===== config.mk =====
export PLATFORM = sky130hd
export DESIGN_NAME = character_collision_scan_flat
export DESIGN_NICKNAME = d
export VERILOG_FILES = /design/src/rtl/character_collision_scan_pkg.sv /design/src/rtl/character_collision_scan_if.sv /design/src/rtl/character_collision_scan_aabb_contact.sv /design/src/rtl/character_collision_scan.sv /design/src/flat_wrapper.sv
export SDC_FILE = /design/constraint.sdc
export NUM_CORES = 1
export LEC_CHECK = 0
export BUFFER_PORTS_ARGS = -buffer_cell sky130_fd_sc_hd__clkbuf_2
export CAP_MARGIN = 30
export CORE_UTILIZATION = 44
export DETAILED_ROUTE_END_ITERATION = 6
export GPL_ROUTABILITY_DRIVEN = 0
export PLACE_DENSITY = 0.72
export SYNTH_ARGS = -nofsm -noshare
export SYNTH_HDL_FRONTEND = slang
export SYNTH_SLANG_ARGS = --single-unit

===== constraint.sdc =====
create_clock -name clk -period 9.46 [get_ports clk]
set_input_delay 0.473 -clock clk [delete_from_list [all_inputs] [get_ports clk]]
set_output_delay 0.473 -clock clk [all_outputs]
set_load 0.02 [all_outputs]

===== src/rtl/character_collision_scan_pkg.sv =====
// Shared types and constants for the per-frame character/object collision scan.
package collision_pkg;
  localparam logic [10:0] TYPE_NONE    = 11'd0;
  localparam logic [10:0] TYPE_COIN    = 11'd102;
  localparam logic [10:0] TYPE_MONSTER = 11'd302;

  localparam int DIR_UP    = 3;
  localparam int DIR_DOWN  = 2;
  localparam int DIR_LEFT  = 1;
  localparam int DIR_RIGHT = 0;

  typedef enum logic [1:0] {IDLE, SCAN, DRAIN, DONE} state_t;

  typedef struct packed {
    logic        vld;
    logic [10:0] typ;
    logic [3:0]  dir;
  } hit_t;

  // Higher value wins: monster > coin > any other solid.
  function automatic logic [1:0] class_prio(input logic [10:0] t);
    if (t == TYPE_MONSTER)   return 2'd2;
    else if (t == TYPE_COIN) return 2'd1;
    else                     return 2'd0;
  endfunction
endpackage


===== src/rtl/character_collision_scan_if.sv =====
// Frame-start/object-table/result bundle between the scanner and its neighbours.
interface character_collision_scan_if #(
  parameter int N_OBJ   = 16,
  parameter int COORD_W = 11
) ();
  localparam int AW = $clog2(N_OBJ);

  logic               frame_start;
  logic [COORD_W-1:0] char_x, char_y;
  logic [AW-1:0]      obj_addr;
  logic               obj_valid;
  logic [COORD_W-1:0] obj_x, obj_y, obj_w, obj_h;
  logic [10:0]        obj_type;
  logic               busy, scan_done;
  logic [3:0]         Collision;
  logic [10:0]        Collision_Type;

  modport master (
    output frame_start, char_x, char_y, obj_valid, obj_x, obj_y, obj_w, obj_h, obj_type,
    input  obj_addr, busy, scan_done, Collision, Collision_Type
  );

  modport slave (
    input  frame_start, char_x, char_y, obj_valid, obj_x, obj_y, obj_w, obj_h, obj_type,
    output obj_addr, busy, scan_done, Collision, Collision_Type
  );
endinterface


===== src/rtl/character_collision_scan_aabb_contact.sv =====
// Strict (non-touching) box overlap plus one-hot contact side by minimum penetration.
module aabb_contact
  import collision_pkg::*;
#(
  parameter int COORD_W = 11,
  parameter int CHAR_W  = 16,
  parameter int CHAR_H  = 16
) (
  input  logic [COORD_W-1:0] i_char_x,
  input  logic [COORD_W-1:0] i_char_y,
  input  logic [COORD_W-1:0] i_obj_x,
  input  logic [COORD_W-1:0] i_obj_y,
  input  logic [COORD_W-1:0] i_obj_w,
  input  logic [COORD_W-1:0] i_obj_h,
  output logic               o_hit,
  output logic [3:0]         o_dir
);
  localparam int SW = COORD_W + 1;

  logic [SW-1:0] w_cx, w_cy, w_cr, w_cb, w_ox, w_oy, w_or, w_ob;
  logic [SW-1:0] w_dr, w_dl, w_dd, w_du;

  // One extra bit keeps edge sums from wrapping near the screen limit.
  assign w_cx = {1'b0, i_char_x};
  assign w_cy = {1'b0, i_char_y};
  assign w_ox = {1'b0, i_obj_x};
  assign w_oy = {1'b0, i_obj_y};
  assign w_cr = w_cx + SW'(CHAR_W);
  assign w_cb = w_cy + SW'(CHAR_H);
  assign w_or = w_ox + {1'b0, i_obj_w};
  assign w_ob = w_oy + {1'b0, i_obj_h};

  assign o_hit = (w_cx < w_or) && (w_ox < w_cr) && (w_cy < w_ob) && (w_oy < w_cb);

  assign w_dr = w_cr - w_ox;
  assign w_dl = w_or - w_cx;
  assign w_dd = w_cb - w_oy;
  assign w_du = w_ob - w_cy;

  always_comb begin
    o_dir = '0;
    if (o_hit) begin
      if (w_dd <= w_du && w_dd <= w_dl && w_dd <= w_dr) o_dir[DIR_DOWN]  = 1'b1;
      else if (w_du <= w_dl && w_du <= w_dr)            o_dir[DIR_UP]    = 1'b1;
      else if (w_dl <= w_dr)                            o_dir[DIR_LEFT]  = 1'b1;
      else                                              o_dir[DIR_RIGHT] = 1'b1;
    end
  end
endmodule


===== src/rtl/character_collision_scan.sv =====
// Sequential object-table scan, one slot per clock, reporting the single best hit per frame.
module character_collision_scan
  import collision_pkg::*;
#(
  parameter int N_OBJ   = 16,
  parameter int COORD_W = 11,
  parameter int CHAR_W  = 16,
  parameter int CHAR_H  = 16
) (
  input logic clk,
  input logic rst,
  character_collision_scan_if.slave bus
);
  localparam int AW     = $clog2(N_OBJ);
  localparam int STAGES = 1;

  state_t          r_state;
  logic [AW-1:0]   r_addr;
  logic            r_busy, r_done;
  logic [STAGES:0] r_vld_pipe;
  hit_t            r_best;
  logic [3:0]      r_col;
  logic [10:0]     r_ctype;

  logic       w_hit;
  logic [3:0] w_dir;
  hit_t       w_cur, w_nxt;

  aabb_contact #(.COORD_W(COORD_W), .CHAR_W(CHAR_W), .CHAR_H(CHAR_H)) u_contact (
    .i_char_x (bus.char_x),
    .i_char_y (bus.char_y),
    .i_obj_x  (bus.obj_x),
    .i_obj_y  (bus.obj_y),
    .i_obj_w  (bus.obj_w),
    .i_obj_h  (bus.obj_h),
    .o_hit    (w_hit),
    .o_dir    (w_dir)
  );

  // Bit 0: address issued this cycle; bit 1: table data for it is on the bus now.
  assign w_cur.vld = r_vld_pipe[1] && bus.obj_valid && (bus.obj_type != TYPE_NONE) && w_hit;
  assign w_cur.typ = bus.obj_type;
  assign w_cur.dir = w_dir;

  // Strict compare keeps the earliest address within a class.
  assign w_nxt = (w_cur.vld && (!r_best.vld || class_prio(w_cur.typ) > class_prio(r_best.typ)))
               ? w_cur : r_best;

  always_ff @(posedge clk) begin
    if (rst) begin
      r_state    <= IDLE;
      r_addr     <= '0;
      r_busy     <= 1'b0;
      r_done     <= 1'b0;
      r_vld_pipe <= '0;
      r_best     <= '0;
      r_col      <= '0;
      r_ctype    <= '0;
    end else begin
      r_vld_pipe[1] <= r_vld_pipe[0];
      r_done        <= 1'b0;
      if (r_vld_pipe[1]) r_best <= w_nxt;
      case (r_state)
        IDLE: if (bus.frame_start) begin
          r_state       <= SCAN;
          r_busy        <= 1'b1;
          r_addr        <= '0;
          r_vld_pipe[0] <= 1'b1;
          r_best        <= '0;
        end
        SCAN: begin
          r_addr <= r_addr + 1'b1;
          if (r_addr == AW'(N_OBJ - 1)) begin
            r_state       <= DRAIN;
            r_vld_pipe[0] <= 1'b0;
          end
        end
        DRAIN: begin
          r_state <= DONE;
          r_busy  <= 1'b0;
          r_done  <= 1'b1;
          r_col   <= w_nxt.dir;
          r_ctype <= w_nxt.typ;
        end
        DONE:    r_state <= IDLE;
        default: r_state <= IDLE;
      endcase
    end
  end

  assign bus.obj_addr       = r_addr;
  assign bus.busy           = r_busy;
  assign bus.scan_done      = r_done;
  assign bus.Collision      = r_col;
  assign bus.Collision_Type = r_ctype;
endmodule


===== src/flat_wrapper.sv =====
// flat-port wrapper written by rule: the top's interface ports become plain ports
module character_collision_scan_flat import collision_pkg::*;
#(
  parameter int N_OBJ   = 16,
  parameter int COORD_W = 11,
  parameter int CHAR_W  = 16,
  parameter int CHAR_H  = 16
)
  (clk, rst, bus_frame_start, bus_char_x, bus_char_y, bus_obj_valid, bus_obj_x, bus_obj_y, bus_obj_w, bus_obj_h, bus_obj_type, bus_obj_addr, bus_busy, bus_scan_done, bus_Collision, bus_Collision_Type);
  character_collision_scan_if #(.N_OBJ(N_OBJ), .COORD_W(COORD_W)) bus_i ();
  input logic clk;
  input logic rst;
  input wire logic [$bits(bus_i.frame_start)-1:0] bus_frame_start;
  input wire logic [$bits(bus_i.char_x)-1:0] bus_char_x;
  input wire logic [$bits(bus_i.char_y)-1:0] bus_char_y;
  input wire logic [$bits(bus_i.obj_valid)-1:0] bus_obj_valid;
  input wire logic [$bits(bus_i.obj_x)-1:0] bus_obj_x;
  input wire logic [$bits(bus_i.obj_y)-1:0] bus_obj_y;
  input wire logic [$bits(bus_i.obj_w)-1:0] bus_obj_w;
  input wire logic [$bits(bus_i.obj_h)-1:0] bus_obj_h;
  input wire logic [$bits(bus_i.obj_type)-1:0] bus_obj_type;
  output wire logic [$bits(bus_i.obj_addr)-1:0] bus_obj_addr;
  output wire logic [$bits(bus_i.busy)-1:0] bus_busy;
  output wire logic [$bits(bus_i.scan_done)-1:0] bus_scan_done;
  output wire logic [$bits(bus_i.Collision)-1:0] bus_Collision;
  output wire logic [$bits(bus_i.Collision_Type)-1:0] bus_Collision_Type;
  assign bus_i.frame_start = bus_frame_start;
  assign bus_i.char_x = bus_char_x;
  assign bus_i.char_y = bus_char_y;
  assign bus_i.obj_valid = bus_obj_valid;
  assign bus_i.obj_x = bus_obj_x;
  assign bus_i.obj_y = bus_obj_y;
  assign bus_i.obj_w = bus_obj_w;
  assign bus_i.obj_h = bus_obj_h;
  assign bus_i.obj_type = bus_obj_type;
  assign bus_obj_addr = bus_i.obj_addr;
  assign bus_busy = bus_i.busy;
  assign bus_scan_done = bus_i.scan_done;
  assign bus_Collision = bus_i.Collision;
  assign bus_Collision_Type = bus_i.Collision_Type;
  character_collision_scan #(.N_OBJ(N_OBJ), .COORD_W(COORD_W), .CHAR_W(CHAR_W), .CHAR_H(CHAR_H)) u_core (.clk(clk), .rst(rst), .bus(bus_i));
endmodule

==> results.md <==
* Status: finished with violations
* Violated checks: design-rule violations
* Die Y at 125.3 µm
* Post-Syn Nets at 1,087
* Pre-antenna DRT Iters at 7
* Clock Path Buffers at 2
* Max Freq at 178.9 MHz
* Worst Max-Slew Pin Slew at 904.7 ps
* Clock Power Share at 12.7%
* Count of cells resized by post-cts repair at 0
* Max FO, Critical Path at 5
* GRT met2 Usage at 36.08%
* Combinational power share at 72.5%
* Synth cell count leaders: 138 x ha_1, 94 x inv_1, 77 x nor2_1
* Crit share post-route at just under 60%
* EDFF count, synth at 0
* Antenna violations before repair at 0
* Arr. time, crit path at ~5700 ps
* Initial Util at 45.54%
* Core Area at 0.01470 mm²
* # port buffers at 101
* Ys flop type: dfxtp_1
* Synthesized area per cell at approximately 7.8 µm²
* Switch Pwr at ~0.00074 W
* GR met3 Demand/Resource at under 10%
* Leakage power at approximately 3.9 nW
* Post-synthesis cell area at 0.006694 mm²
* Die ar. at approximately 0.016 mm²
* Area leader, netlist: ha_1
* Share of post-route cells with drive strength above 1 at 12.67%
* Kind of end point of the critical path: flip-flop
* M1 GR Usage at approximately 28%
* Drt drc at 6
* DRT antenna net count at 0
* # diodes at 0
* Final hold viol count at 0
* Post-Place Cells at 1,131
* First-pass GRT wire length at roughly 28,000 µm
* Worst setup SP type: input pin
* P_int at approximately 0.00081 W
* P&R area growth vs syn at 12.79%
* Most common cell in the netlist: ha_1
* Post-CTS Hold Fix Bufs at 0
* Dpl hpwl at around 14,000 µm
* Final Util at about half
* Relative slew slack at 39.52%
* Final Max Slew Viols at 0
* I/O Pins at just over 100
* Htree depth at 2
* Unique masters post-synth at 69
* VDD IR max at 0.09704 mV
* Rows at 44
* Sink Count at 41
* Die X at 125.3 µm
* Reg2reg path depth at 11
* Synth Register Bits at just over 40
* Worst EP required at 9600 ps
* Skew-Pair Late Insertion Delay at between 200 and 300 ps
* Cells after synthesis at between 800 and 900
* Clock root buffer: clkbuf_16
* Clk slew on worst S/H paths at 60 ps
* Iter 0 DRT Violations at 397
* Largest net degree at the start of global routing at 27
* Drt via density at approximately 5.6
* Hold Crit Depth at 2
* Async SR Flop Fraction at 0%
* Drt wl/cell at 14.37 µm
* Post-CTS setup buffers at 0
* Final net count at 1,179
* Yosys top cell area share at between 20% and 30%
* Clk_skew at 5.574 ps
* Hold Crit Class: reg -> reg
* WL final at 16,360 µm
* Busiest layer in global routing: met2
* CTS tree: done
* RSZ-0062 raised after global routing: no
* Vias at around 6.4k
* Worst hold slack at 470.3 ps
* GRT Total Usage at approximately a fifth
* Post-Layout Cell Count at 1,139
* Vias in the first global route at just over 6k
* Gr ovfl total at 0
* Sw Share at between 40% and 50%
* Setup violators final at 0
* Setup TNS at 0 ps
* Critical path type: in -> reg
* Maximum Capacitance Violations at 0
* Tmin final at approximately 5600 ps
* Top cells by area, synth: ha_1 26%, dfxtp_1 12%, xnor2_1 5.4%, inv_1 5.3%, a21oi_1 5.2%
* Part of the power in registers at between 10 and 15%
* Inserted Clock Buffers at 5
* Yosys warning total at 0
* Pwr dens at 205.0 mW/mm²
* Register area share after synthesis at 12.26%
[metal layers]
metal / wire (µm) / vias to the layer above
li1: - / 3306
met1: 7879 / 2902
met2: 7386 / 153
met3: 658 / 29
met4: 439 / 0
met5: 0 / -
[flip-flops by register name (all words and copies together), names as in the netlist]
signal,flops
u_core.bus.Collision,4
u_core.bus.Collision_Type,11
u_core.bus.busy,1
u_core.bus.obj_addr,4
u_core.bus.scan_done,1
u_core.r_best,16
u_core.r_state,2
u_core.r_vld_pipe,2
[worst max-delay path, stage by stage]
cell and delay (ps):
clkbuf_2 80, ha_1 220, fa_1 410, a21o_1 180
a21oi_1 210, o21bai_1 100, a21oi_1 220, nor2b_1 70
o21a_1 180, o21ai_0 140, nand2b_1 70, a21oi_1 180
xnor2_1 150, ha_1 290, or2_2 310, o211ai_1 340
inv_1 80, ha_1 330, nand4_1 100, nor2_1 90
nand2_1 50, or4_1 410, maj3_2 310, a221o_1 380
a32oi_1 240, a211oi_1 120
[final cells by class]
cell class	instances	area [µm²]
Clock inverter	1	30.03
Timing Repair Buffer	102	520.5
Inverter	94	352.8
Tap cell	184	230.2
Sequential cell	41	820.8
Fill cell	1468	7149
Multi-Input combinational cell	710	5453
Clock buffer	7	142.6
[per-stage QoR]
step                setup WS [ps]  total power, W  instance area, µm²
floorplan                    4059        0.001068                6694
global placement             3592        0.001315                7362
detailed placement           3556        0.001345                7377
CTS                          3848        0.001547                7550
global route                 3398        0.001714                7550
finish                       3871        0.001548                7550
[kinds of logic after synthesis]
family,count (synthesis),synth area share (%)
AOI/OAI and AO/OA,243,24.34
DFF,41,12.26
buffers and inverters,111,6.280
xor gates and xnor gates,61,8.093
and+or+nand+nor,242,18.41
adders and majority gates,148,28.21
muxes,16,2.411
[final timing paths]
path / slack, ps / end / start
min: 470 / u_core.r_best[15] / u_core.r_best[15]
max reg2reg: 6050 / u_core.bus.Collision[0] / u_core.r_best[11]
min reg2reg: 470 / u_core.r_best[15] / u_core.r_best[15]
max: 3870 / u_core.bus.Collision[0] / bus_obj_h[0]
[cell usage in the layout, fill, tap and decap left out, drive strengths merged, types with 6 or more instances in the layout]
cell / n
nand4: 20
and3: 13
xnor2: 41
fa: 6
nand2b: 18
and2: 8
xor2: 20
o21bai: 6
a21oi: 70
mux2i: 15
dfxtp: 41
nor2b: 20
o21a: 9
o21ai: 44
clkbuf: 108
nor2: 77
a21o: 36
a211oi: 20
nand2: 31
inv: 94
ha: 138
nand3: 23
nor3: 12
[power groups by stage]
stage | registers (W) | logic [W] | clock network (W)
after floorplan | 0.000266 | 0.000801 | 0
after global placement | 0.000233 | 0.00108 | 0
after detailed placement | 0.000234 | 0.00111 | 0
after CTS | 0.000231 | 0.00112 | 0.000200
after global routing | 0.000236 | 0.00127 | 0.000209
final | 0.000230 | 0.00112 | 0.000196
No activity file was read; power rests on OpenSTA's default activity.
